--- src/rtl/dp_ctrl_pkg.sv ---
// Shared definitions for the lab-datapath control FSM: opcodes, state encodings,
// the control-word layout and small decode helpers.
package dp_ctrl_pkg;

    localparam logic [3:0] OP_LOAD = 4'b0000;
    localparam logic [3:0] OP_MV   = 4'b0001;
    localparam logic [3:0] OP_SUB  = 4'b0010;
    localparam logic [3:0] OP_ADD  = 4'b0011;
    localparam logic [3:0] OP_DISP = 4'b0100;
    localparam logic [3:0] OP_SUBI = 4'b0110;
    localparam logic [3:0] OP_ADDI = 4'b0111;
    localparam logic [3:0] OP_ADDN = 4'b1000;
    localparam logic [3:0] OP_SUBN = 4'b1001;

    typedef enum logic [4:0] {
        S_IDLE = 5'd0,
        S_LOAD = 5'd1,
        S_MV   = 5'd2,
        S_RDX  = 5'd3,
        S_OPY  = 5'd4,
        S_OPI  = 5'd5,
        S_WB   = 5'd6,
        S_DISP = 5'd7,
        S_G2A  = 5'd8,
        S_ILL  = 5'd9,
        S_DONE = 5'd10
    } state_e;

    typedef struct packed {
        logic extern_o;
        logic gout;
        logic iout;
        logic ain;
        logic gin;
        logic dpin;
        logic rdx;
        logic rdy;
        logic wrx;
        logic add_sub;
    } ctrl_t;

    localparam ctrl_t CTRL_NONE = '{default: 1'b0};

    function automatic logic is_repeat_op(input logic [3:0] op);
        return (op == OP_ADDN) || (op == OP_SUBN);
    endfunction

    function automatic logic is_imm_op(input logic [3:0] op);
        return (op == OP_ADDI) || (op == OP_SUBI);
    endfunction

    // First state after accept; a zero repeat count skips the datapath entirely.
    function automatic state_e entry_state(input logic [3:0] op, input logic cnt_zero);
        state_e s;
        case (op)
            OP_LOAD:                          s = S_LOAD;
            OP_MV:                            s = S_MV;
            OP_ADD, OP_SUB, OP_ADDI, OP_SUBI: s = S_RDX;
            OP_DISP:                          s = S_DISP;
            OP_ADDN, OP_SUBN:                 s = cnt_zero ? S_DONE : S_RDX;
            default:                          s = S_ILL;
        endcase
        return s;
    endfunction

    function automatic ctrl_t decode_ctrl(input state_e s, input logic [3:0] op);
        ctrl_t c;
        c = CTRL_NONE;
        case (s)
            S_LOAD: begin c.extern_o = 1'b1; c.wrx = 1'b1; end
            S_MV:   begin c.rdy = 1'b1; c.wrx = 1'b1; end
            S_RDX:  begin c.rdx = 1'b1; c.ain = 1'b1; end
            S_OPY:  begin
                c.rdy     = 1'b1;
                c.gin     = 1'b1;
                c.add_sub = (op == OP_SUB) || (op == OP_SUBN);
            end
            S_OPI:  begin
                c.iout    = 1'b1;
                c.gin     = 1'b1;
                c.add_sub = (op == OP_SUBI);
            end
            S_WB:   begin c.gout = 1'b1; c.wrx = 1'b1; end
            S_DISP: begin c.rdx = 1'b1; c.dpin = 1'b1; end
            S_G2A:  begin c.gout = 1'b1; c.ain = 1'b1; end
            default: c = CTRL_NONE;
        endcase
        return c;
    endfunction

endpackage

--- src/rtl/dp_ctrl_fsm_rep_counter.sv ---
// Repeat counter for ADDN/SUBN: loads the count on accept, steps down once per
// extra accumulation, and flags when the current pass is the last one.
module rep_counter #(
    parameter int CNT_W = 4
) (
    input  logic             clk,
    input  logic             reset,
    input  logic             load,
    input  logic [CNT_W-1:0] load_val,
    input  logic             dec,
    output logic             is_last
);

    logic [CNT_W-1:0] rem_q, rem_d;

    // Load takes priority; decrement never wraps below zero.
    always_comb begin
        rem_d = rem_q;
        if (load) begin
            rem_d = load_val;
        end else if (dec && (rem_q != {CNT_W{1'b0}})) begin
            rem_d = rem_q - {{(CNT_W-1){1'b0}}, 1'b1};
        end else begin
            rem_d = rem_q;
        end
    end

    // Remaining-pass register.
    always_ff @(posedge clk) begin
        if (reset) begin
            rem_q <= {CNT_W{1'b0}};
        end else begin
            rem_q <= rem_d;
        end
    end

    assign is_last = (rem_q <= {{(CNT_W-1){1'b0}}, 1'b1});

endmodule

--- src/rtl/dp_ctrl_fsm.sv ---
// Control FSM for the lab datapath: accepts an instruction on execute, issues one
// control word per cycle, then holds done until execute drops.
module dp_ctrl_fsm
    import dp_ctrl_pkg::*;
#(
    parameter int ADDR_W = 2,
    parameter int CNT_W  = 4
) (
    input  logic              clk,
    input  logic              reset,
    input  logic              execute,
    input  logic [3:0]        opcode,
    input  logic [ADDR_W-1:0] rx,
    input  logic [ADDR_W-1:0] ry,
    input  logic [CNT_W-1:0]  count,
    output logic              Extern,
    output logic              Gout,
    output logic              Iout,
    output logic              Ain,
    output logic              Gin,
    output logic              DPin,
    output logic              RdX,
    output logic              RdY,
    output logic              WrX,
    output logic              add_sub,
    output logic [ADDR_W-1:0] AddrX,
    output logic [ADDR_W-1:0] AddrY,
    output logic              busy,
    output logic              done,
    output logic              illegal,
    output logic [4:0]        cur_state
);

    state_e            state_q, state_d;
    logic [3:0]        opcode_q, opcode_d;
    logic [ADDR_W-1:0] rx_q, rx_d;
    logic [ADDR_W-1:0] ry_q, ry_d;
    logic              illegal_q, illegal_d;
    logic              busy_q, busy_d;
    logic              done_q, done_d;
    ctrl_t             ctrl_q, ctrl_d;
    logic              accept_s;
    logic              rem_dec_s;
    logic              rem_last_s;

    rep_counter #(.CNT_W(CNT_W)) u_rep_counter (
        .clk      (clk),
        .reset    (reset),
        .load     (accept_s),
        .load_val (count),
        .dec      (rem_dec_s),
        .is_last  (rem_last_s)
    );

    // Instruction latch and sticky illegal flag.
    always_comb begin
        accept_s  = (state_q == S_IDLE) && execute;
        opcode_d  = accept_s ? opcode : opcode_q;
        rx_d      = accept_s ? rx : rx_q;
        ry_d      = accept_s ? ry : ry_q;
        illegal_d = illegal_q;
        if (accept_s) begin
            illegal_d = 1'b0;
        end else if (state_q == S_ILL) begin
            illegal_d = 1'b1;
        end else begin
            illegal_d = illegal_q;
        end
    end

    // Next-state logic; the counter steps down on each OPY -> G2A loop-back.
    always_comb begin
        state_d   = state_q;
        rem_dec_s = 1'b0;
        case (state_q)
            S_IDLE: begin
                if (execute) begin
                    state_d = entry_state(opcode, count == {CNT_W{1'b0}});
                end else begin
                    state_d = S_IDLE;
                end
            end
            S_LOAD, S_MV, S_DISP, S_ILL, S_WB: state_d = S_DONE;
            S_RDX: state_d = is_imm_op(opcode_q) ? S_OPI : S_OPY;
            S_OPI: state_d = S_WB;
            S_OPY: begin
                if (is_repeat_op(opcode_q) && !rem_last_s) begin
                    state_d   = S_G2A;
                    rem_dec_s = 1'b1;
                end else begin
                    state_d = S_WB;
                end
            end
            S_G2A: state_d = S_OPY;
            S_DONE: begin
                if (execute) begin
                    state_d = S_DONE;
                end else begin
                    state_d = S_IDLE;
                end
            end
            default: state_d = S_IDLE;
        endcase
    end

    // Outputs are registered from the next state so they line up with state_q.
    always_comb begin
        ctrl_d = decode_ctrl(state_d, opcode_d);
        busy_d = (state_d != S_IDLE);
        done_d = (state_d == S_DONE);
    end

    // State, latch and output registers.
    always_ff @(posedge clk) begin
        if (reset) begin
            state_q   <= S_IDLE;
            opcode_q  <= 4'b0000;
            rx_q      <= {ADDR_W{1'b0}};
            ry_q      <= {ADDR_W{1'b0}};
            illegal_q <= 1'b0;
            busy_q    <= 1'b0;
            done_q    <= 1'b0;
            ctrl_q    <= CTRL_NONE;
        end else begin
            state_q   <= state_d;
            opcode_q  <= opcode_d;
            rx_q      <= rx_d;
            ry_q      <= ry_d;
            illegal_q <= illegal_d;
            busy_q    <= busy_d;
            done_q    <= done_d;
            ctrl_q    <= ctrl_d;
        end
    end

    assign Extern    = ctrl_q.extern_o;
    assign Gout      = ctrl_q.gout;
    assign Iout      = ctrl_q.iout;
    assign Ain       = ctrl_q.ain;
    assign Gin       = ctrl_q.gin;
    assign DPin      = ctrl_q.dpin;
    assign RdX       = ctrl_q.rdx;
    assign RdY       = ctrl_q.rdy;
    assign WrX       = ctrl_q.wrx;
    assign add_sub   = ctrl_q.add_sub;
    assign AddrX     = rx_q;
    assign AddrY     = ry_q;
    assign busy      = busy_q;
    assign done      = done_q;
    assign illegal   = illegal_q;
    assign cur_state = state_q;

endmodule

--- config.mk ---
export PLATFORM = sky130hd
export DESIGN_NAME = dp_ctrl_fsm
export DESIGN_NICKNAME = d
export VERILOG_FILES = /design/src/rtl/dp_ctrl_pkg.sv /design/src/rtl/dp_ctrl_fsm_rep_counter.sv /design/src/rtl/dp_ctrl_fsm.sv
export SDC_FILE = /design/constraint.sdc
export NUM_CORES = 1
export LEC_CHECK = 0
export BUFFER_PORTS_ARGS = -buffer_cell sky130_fd_sc_hd__buf_4
export CAP_MARGIN = 10
export CORE_MARGIN = 2
export CORE_UTILIZATION = 47
export CTS_CLUSTER_DIAMETER = 200
export CTS_CLUSTER_SIZE = 12
export DETAILED_ROUTE_END_ITERATION = 8
export PLACE_DENSITY = 0.75
export SYNTH_ARGS = -nofsm -noshare
export SYNTH_HDL_FRONTEND = slang
export SYNTH_HIERARCHICAL = 1
export SYNTH_SLANG_ARGS = --single-unit
--- constraint.sdc ---
create_clock -name clk -period 2.5 [get_ports clk]
set_input_delay 0.125 -clock clk [delete_from_list [all_inputs] [get_ports clk]]
set_output_delay 0.125 -clock clk [all_outputs]
set_load 0.01 [all_outputs]
# After elaboration in Yosys (flattened, before gate mapping)
# Index checks and enable logic that the tools add are counted.
# word_totals
mem_bits_ro,0
inputBits,15
output_inout_bits,22
mem_count,0
mem_bits_rw,0
reg_bits,30
wordCells,99
latchBits,0
# classes
n_eq_ne,34
addsub,1
muxes,22
n_reduce_logical,23
mul,0
n_bitwise,0
magnitude_cmp,1
n_shift,0
n_div,0
# ops
cell,count
equality test 5 x 3 -> 1 bit (second input constant),8
case mux 5 bit (7 select lines),1
equality test 5 x 4 -> 1 bit (second input constant),5
equality test 4 x 3 -> 1 bit (second input constant),6
two-way mux 4 bit,6
equality test 4 bit (second input constant),5
equality test 5 x 2 -> 1 bit (second input constant),4
case mux 4 bit (5 select lines),1
OR reduction 2 bit,7
equality test 4 x 2 -> 1 bit (second input constant),3
two-way mux 1 bit,12
equality test 5 x 1 -> 1 bit (second input constant),2
logical NOT 4 bit,2
logical NOT 5 bit,1
two-way mux 5 bit,1
nonzero test 5 bit,1
OR reduction 5 bit,1
equality test 4 x 1 -> 1 bit (second input constant),1
less-or-equal comparator 4 x 1 -> 1 bit (second input constant),1
nonzero test 4 bit,1
OR reduction 4 bit,1
subtractor 4 x 1 -> 4 bit (second input constant),1
logical AND 1 bit,3
logical OR 1 bit,3
other kinds (4),4

# Depth between registers and ports, before layout
# Gate-level depths: netlist of the first run.
# logic_depth
ltp_word,8
mapped_depth,10
mapped_depth_nobuf,10

# Modules after synthesis
# Netlist of the first run, hierarchy kept.
# by_module_without_submodules
module,area_per_inst_um2,seq_area_each_um2,n_inst,cells_per_inst
dp_ctrl_fsm,1184.9,500.5,1,124
rep_counter,281.5,80.1,1,33

# Least setup slack after synthesis of the first run
# Ideal clock, no wire load.
# synth_timing
path_type,flip-flop to flip-flop
from,register u_rep_counter.rem_q[0]
to,register u_rep_counter.rem_q[3]
period_less_slack_ns,2.496
path_stages_with_launch,11
n_path_buf,0
slack_ns,0.004
arrival_time_ns,2.374
setup_time_ns,0.123
required_ns,2.377
path_cell_list,dfxtp_1 > inv_1 > ha_1 > nor2_1 > nor3_1 > nor4_4 > nand2_1 > nor4_2 > nor4b_1 > mux2i_1 > a211oi_1
# synth_via
elab_chain_cells,7
elab_cells_between_ends,11
cone_classes,add/sub (1); order compare (1); mux (4); reduce/logical (5)
# synth_lines
item,line,rtl
start: declaration,dp_ctrl_fsm_rep_counter.sv:14,"logic [CNT_W-1:0] rem_q, rem_d;"
start signal: assignment,dp_ctrl_fsm_rep_counter.sv:31,rem_q <= {CNT_W{1'b0}};
start signal: assignment,dp_ctrl_fsm_rep_counter.sv:33,rem_q <= rem_d;
less-or-equal comparator 4 x 1 -> 1 bit,dp_ctrl_fsm_rep_counter.sv:37,"assign is_last = (rem_q <= {{(CNT_W-1){1'b0}}, 1'b1});"
via rem_last_s,dp_ctrl_fsm.sv:44,logic rem_last_s;
logical NOT 1 bit,dp_ctrl_fsm.sv:87,if (is_repeat_op(opcode_q) && !rem_last_s) begin
logical AND 1 bit,dp_ctrl_fsm.sv:87,
two-way mux 1 bit,dp_ctrl_fsm.sv:87,
two-way mux 1 bit,dp_ctrl_fsm.sv:75,case (state_q)
via rem_dec_s,dp_ctrl_fsm.sv:43,logic rem_dec_s;
logical AND 1 bit,dp_ctrl_fsm_rep_counter.sv:21,end else if (dec && (rem_q != {CNT_W{1'b0}})) begin
nonzero test 2 bit (no source line),--,
# The timed path passes the listed nets, and every way through them passes these cells. The select of a mux whose other input is x is not followed.
# A chain may end at the register's enable or synchronous reset.

# Worst setup path after layout of the first run
# layout_timing
from,register u_rep_counter.rem_q[0]
to,"register ctrl_q, in the netlist Ain"
# layout_via
elab_chain_cells,8
elab_cells_between_ends,9
cone_classes,order compare (1); eq/ne (2); mux (3); reduce/logical (3)
# layout_lines
item,line,rtl
less-or-equal comparator 4 x 1 -> 1 bit (*),dp_ctrl_fsm_rep_counter.sv:37,
via rem_last_s,dp_ctrl_fsm.sv:44,
logical NOT 1 bit (*),dp_ctrl_fsm.sv:87,
logical AND 1 bit (*),dp_ctrl_fsm.sv:87,
two-way mux 4 bit (*),dp_ctrl_fsm.sv:87,
case mux 5 bit (7 select lines) (*),dp_ctrl_fsm.sv:75,
equality test 5 x 4 -> 1 bit or equality test 5 x 2 -> 1 bit (tied branches),dp_ctrl_pkg.sv:69,case (s)
OR reduction 2 bit (no source line) (*),--,
two-way mux 1 bit (*),dp_ctrl_pkg.sv:69,
end signal: assignment,dp_ctrl_fsm.sv:132,ctrl_q <= ctrl_d;
end: declaration,dp_ctrl_fsm.sv:41,"ctrl_t ctrl_q, ctrl_d;"
# Mark *: on every way through the listed nets, which the timed path passes. The rest lies on a longest branch.

==> results of run 1 <==
-- flip-flops by register name, summed over array words and instances, names as in the netlist, 2 cells and up --
signal / count
AddrX: 2
u_rep_counter/rem_q: 4
AddrY: 2
opcode_q: 4
cur_state: 4
-- cell usage in the layout, fill, tap and decap left out, drive strengths merged, types with 4 or more instances in the layout --
cell type / n
nand2: 5
nor4: 6
buf: 47
a21oi: 9
dfxtp: 29
clkbuf: 5
nor3: 10
mux2i: 9
inv: 9
nor3b: 4
nand2b: 4
nor2: 21
-- worst max-delay path, stage by stage (launching register included) --
cell,delay (ps)
dfxtp_2,350
buf_4,130
ha_2,170
nor2_2,110
nor3_2,60
nor4_4,210
a2111oi_4,150
a311oi_4,360
nor4b_4,280
or3b_4,420
a21oi_2,130
-- cells by family (layout without fill, tap and decap cells) --
logic type / count (synthesis) / in the layout / share of synthesized area, %
fa+ha+maj: 3 / 3 / 2.56
simple gates: 68 / 68 / 29.1
other cells: 1 / 1 / 0.256
compound gates: 28 / 28 / 16.9
mux: 9 / 9 / 6.14
buf+inv: 19 / 64 / 5.46
flops: 29 / 29 / 39.6
-- report_power, final --
group          leakage (nW)  switching, mW  internal [mW]
clock network        0.0310          0.172          0.106
registers             0.238          0.130          0.592
logic                 0.515          0.579          0.577
-- per-layer routing --
layer	share of wire (%)	vias up	global-route usage, %
met1	45	610	25.9
li1	-	654	-
met4	2.2	0	8.25
met5	0	-	0
met3	5.3	12	6.49
met2	47	44	33.5
-- repair_timing --
item                       in CTS  in global routing
setup buffers                   1                  3
setup endpoints to repair       1                  4
pin swaps                       0                  6
gates resized for setup         0                  9
-- synth_stat cells (3+ instances only) --
| cell | n | area (um^2) |
|---|---|---|
| nand2_1 | 5 | 18.8 |
| inv_1 | 8 | 30.0 |
| clkbuf_1 | 5 | 18.8 |
| nand3_1 | 3 | 15.0 |
| nor4_1 | 3 | 18.8 |
| buf_2 | 4 | 20.0 |
| mux2i_1 | 9 | 90.1 |
| nand3b_1 | 3 | 22.5 |
| a31oi_1 | 3 | 18.8 |
| nor2_1 | 21 | 78.8 |
| nor3b_1 | 3 | 22.5 |
| nand2b_1 | 4 | 25.0 |
| ha_1 | 3 | 37.5 |
| or3_1 | 3 | 18.8 |
| nor3_1 | 10 | 50.1 |
| a21oi_1 | 8 | 40.0 |
| dfxtp_1 | 29 | 581 |
-- cell type report --
class / instances / area, um^2
Clock inverter: 3 / 17.5
Sequential cell: 29 / 582
Tap cell: 33 / 41.3
Timing Repair Buffer: 47 / 353
Multi-Input combinational cell: 109 / 827
Fill cell: 261 / 1110
Inverter: 9 / 33.8
Clock buffer: 5 / 37.5
-- path summary, 6_finish.rpt --
path                            cells past startpoint  slack, ps        to
worst max register to register                     10         70       Ain
worst max-delay path                               10         70       Ain
worst min register to register                      2        510  AddrX[0]
worst min-delay path                                3         30  AddrX[0]
-- through the flow --
step                      setup slack [ps]  utilization [%]
after floorplan                       3.57                -
after global placement                 151             59.4
after detailed placement              15.2             59.4
after CTS                             24.7             61.5
after global routing                 -32.9             63.0
final                                 66.7             63.0
==> flow_summary.toml, run 1 <==
[placed_design]
placed_area_um2 = 1780
post-dp-hpwl_um = 2420
portBuffers = 35
gp_congestion = 0.845
placed_cells = 223

[synthesis]
yosysSeqAreaShare_pct = 39.6
synthFlopType = "dfxtp_1"
synth-seq-cells = 29
post_synth.cell_area_avg_um2 = 9.34
syn_area_um2 = 1470
yosysWarnings = 6
syn_inst = 157
synth_fp_nets = 175
ys_types = 46
synth_edf_count = 0
async_flop_share_pct = 0

[clock_tree]
clkLatencyLatePin_ps = 330
numCtsBuffers = 5
clock_sinks = 29
clk_pin_slew_worst_paths_ps = 100
holdBufCountCts = 0
cts_tree = "done"
cts_buffer_depth = 2
cts.htree.levels = 2
ctsRootBufferMaster = "clkbuf_4"

[routing]
wl_per_cell_um = 14.3
routed_wl_um = 3370
drtIter0Drc = 35
drc = 0
viasPerCell = 5.62
drtPass1Iterations = 4
drtAntennaViolNets = 0
routed-via-count = 1320

[final_layout]
finish.instance_area_um2 = 1890
nets = 219
stdcell_count = 235
syn2layout_area_growth_pct = 29.0
antenna_cells = 0
layout-drive-gt1-share_pct = 38.1

[critical_path]
r2r-start = "u_rep_counter/rem_q[0]"
end_kind = "register"
start_kind = "register"
setup.worst_path.class = "register to register"
cp.arrival_ps = 2710
worstPathRequired_ps = 2770
cp_max_fo = 4
crit_start = "u_rep_counter/rem_q[0]"

[floorplan]
rows = 20
die_x_um = 59.9
start_util_pct = 48.8
die-area_um2 = 3580
core_area_um2 = 3000
pin_count = 37
die_y_um = 59.9

[power_and_ir_drop]
leakagePower_nw = 0.784
p_total_mw = 2.16
peakVddDrop_v = 0.000482
power_density_nw_per_um2 = 1140

[sta]
setup_violations = 0
fmax_mhz = 411
hold_viol = 0
finalCritPeriodShare_pct = 97.3
tns_ps = 0
holdWs_ps = 31.8
drv_slew = 0
skew_ps = 10.7
period_needed_ps = 2430

[global_route]
grt_start_max_net_pins = 26
grt_pass1_wl_um = 5560
grt_pass1_vias = 1235
grt_antenna_before_repair = 0
grtUsageTotal_pct = 20.9
grt_overflow = 0

[run_status]
outcome = "finished, final reports clean"

[run]
cap_violations = 0

[hold_path]
hold_start = "rx[0]"
hold_path.class = "primary input to register"
No activity file was read; power rests on OpenSTA's default activity.
==> run 2, diff against run 1 <==
--- a/config.mk
+++ b/config.mk
@@ -12,7 +12,7 @@
 export CTS_CLUSTER_DIAMETER = 200
 export CTS_CLUSTER_SIZE = 12
 export DETAILED_ROUTE_END_ITERATION = 8
-export PLACE_DENSITY = 0.75
+export PLACE_DENSITY_LB_ADDON = 0.05
 export SYNTH_ARGS = -nofsm -noshare
 export SYNTH_HDL_FRONTEND = slang
 export SYNTH_HIERARCHICAL = 1
==> run 2 against run 1 <==
  * Worst hold slack improved by 5.0 ps
  * Largest power group unchanged
  * Count of clock-buffer cells in the layout up 2
  * Sequential cell count stayed put
  * Non-clock buffer count fell by 1
  * Clock skew shrank 7.0 ps
  * Die area unchanged
  * Core utilization rose by 1.0 points
==> flow_summary.toml, run 2 (synthesized netlist as in run 1, its figures left out) <==
[clock_tree]
cts_buffer_depth = 2
clock_sinks = 29
clkLatencyLatePin_ps = 320
ctsRootBufferMaster = "clkbuf_4"
cts.htree.levels = 2
cts_tree = "done"
clk_pin_slew_worst_paths_ps = 90
numCtsBuffers = 5

[sta]
setup_violations = 0
skew_ps = 3.66
fmax_mhz = 425
hold_viol = 0
slew_headroom_pct = 61.6
finalCritPeriodShare_pct = 94.1
tns_ps = 0
fin_ws_ps = 147
tightest_slew_ps = 571
drv_slew = 0
rsz0062_at_grt = "false"
period_needed_ps = 2350

[critical_path]
cp.arrival_ps = 2610
cp_max_fo = 4
start_kind = "register"
slowest_stage = "or3b_1"
crit_chain = "buf_4, ha_1, nor2_1, nor3_1, nor4_4, a2111oi_4, a311oi_4, nor4b_4, or3b_1, a21oi_1"
worstPathRequired_ps = 2760
critPathMaxStageDelay_ps = 370
setup.worst_path.class = "register to register"
end_kind = "register"

[final_layout]
multi_input_area_um2 = 833
nFillCells = 249
final_common_cell = "buf_4"
layout-drive-gt1-share_pct = 35.8
final_cell_mix = "46 x buf_4, 27 x dfxtp_1, 21 x nor2_1, 9 x mux2i_1, 9 x nor3_1"
antenna_cells = 0
regArea_um2 = 583
syn2layout_area_growth_pct = 31.1
nets = 218

[global_route]
grtUsageTotal_pct = 19.8
grt_util_met3_pct = 6.06
grtUsageMet2_pct = 30.1
met1_usage_pct = 25.3
grt_overflow = 0
grt_pass1_wl_um = 5150
grt_antenna_before_repair = 0
grt_pass1_vias = 1129
grt_start_max_net_pins = 26
grt_busiest_layer = "met2"

[routing]
routed-via-count = 1278
routed_wl_um = 3150
drtAntennaViolNets = 0
wl_per_cell_um = 13.5
drtPass1Iterations = 4
drtIter0Drc = 49
drc = 0
viasPerCell = 5.46

[power_and_ir_drop]
power_density_nw_per_um2 = 1180
peakVddDrop_v = 0.000514
leakagePower_nw = 0.795

[run_status]
outcome = "finished, final reports clean"

[floorplan]
die_y_um = 59.9
start_util_pct = 48.8
rows = 20
die_x_um = 59.9
die-area_um2 = 3580
core_area_um2 = 3000
pin_count = 37

[hold_path]
hold_path.class = "primary input to register"

[placed_design]
post-dp-hpwl_um = 2290
dp_slack_ps = 32.9
gp_congestion = 0.865
portBuffers = 35

[run]
cap_violations = 0
## run 2: path summary, 6_finish.rpt
kind / startpoint / endpoint / slack [ps] / depth (start not counted)
hold reg to reg: AddrY[0] / AddrY[0] / 510 / 2
hold / removal: ry[0] / AddrY[0] / 40 / 3
setup reg to reg: u_rep_counter/rem_q[0] / Ain / 150 / 10
setup / recovery: u_rep_counter/rem_q[0] / Ain / 150 / 10
## run 2: worst max-delay path: cells and delay by family, from the launching register on
kind | cells | cell delay (ps)
compound gates | 3 | 640
buf+inv | 1 | 130
flops | 1 | 340
fa+ha+maj | 1 | 190
simple gates | 5 | 990
## run 2: metrics by stage
step	power [mW]	cell area [um^2]	hold WS (ps)	utilization (%)	cells
after floorplan	1.43	1470	197	-	157
after global placement	1.74	1770	363	58.9	221
after detailed placement	1.76	1770	373	58.9	221
after CTS	2.19	1870	26.6	62.2	230
after global routing	2.44	1920	32.2	64.0	234
final	2.26	1920	36.7	64.0	234
## run 2: layout make-up
type / instances / area share (%)
inverter: 9 / 1.76
tap: 33 / 2.15
sequential: 29 / 30.3
timing repair buffer: 46 / 18.0
multi-input combinational: 109 / 43.4
clock buffer: 7 / 2.86
clock inverter: 1 / 1.56
## run 2: per-layer routing
layer,wire [um],part of all wire [%]
met1,1480,47
met5,0,0
met3,103,3.3
met2,1530,48
met4,38,1.2
## run 2: timing repair
action,4_1_cts,5_1_grt
endpoints found under the setup margin,2,7
gates resized for setup,1,6
hold endpoints to repair,0,0
hold buffers,0,0
pin swaps,0,3
buffers inserted,1,5
## run 2: power breakdown
group	internal [mW]	total [mW]	switching, mW
Clock	0.239	0.401	0.163
Combinational	0.573	1.12	0.551
Sequential	0.592	0.738	0.146
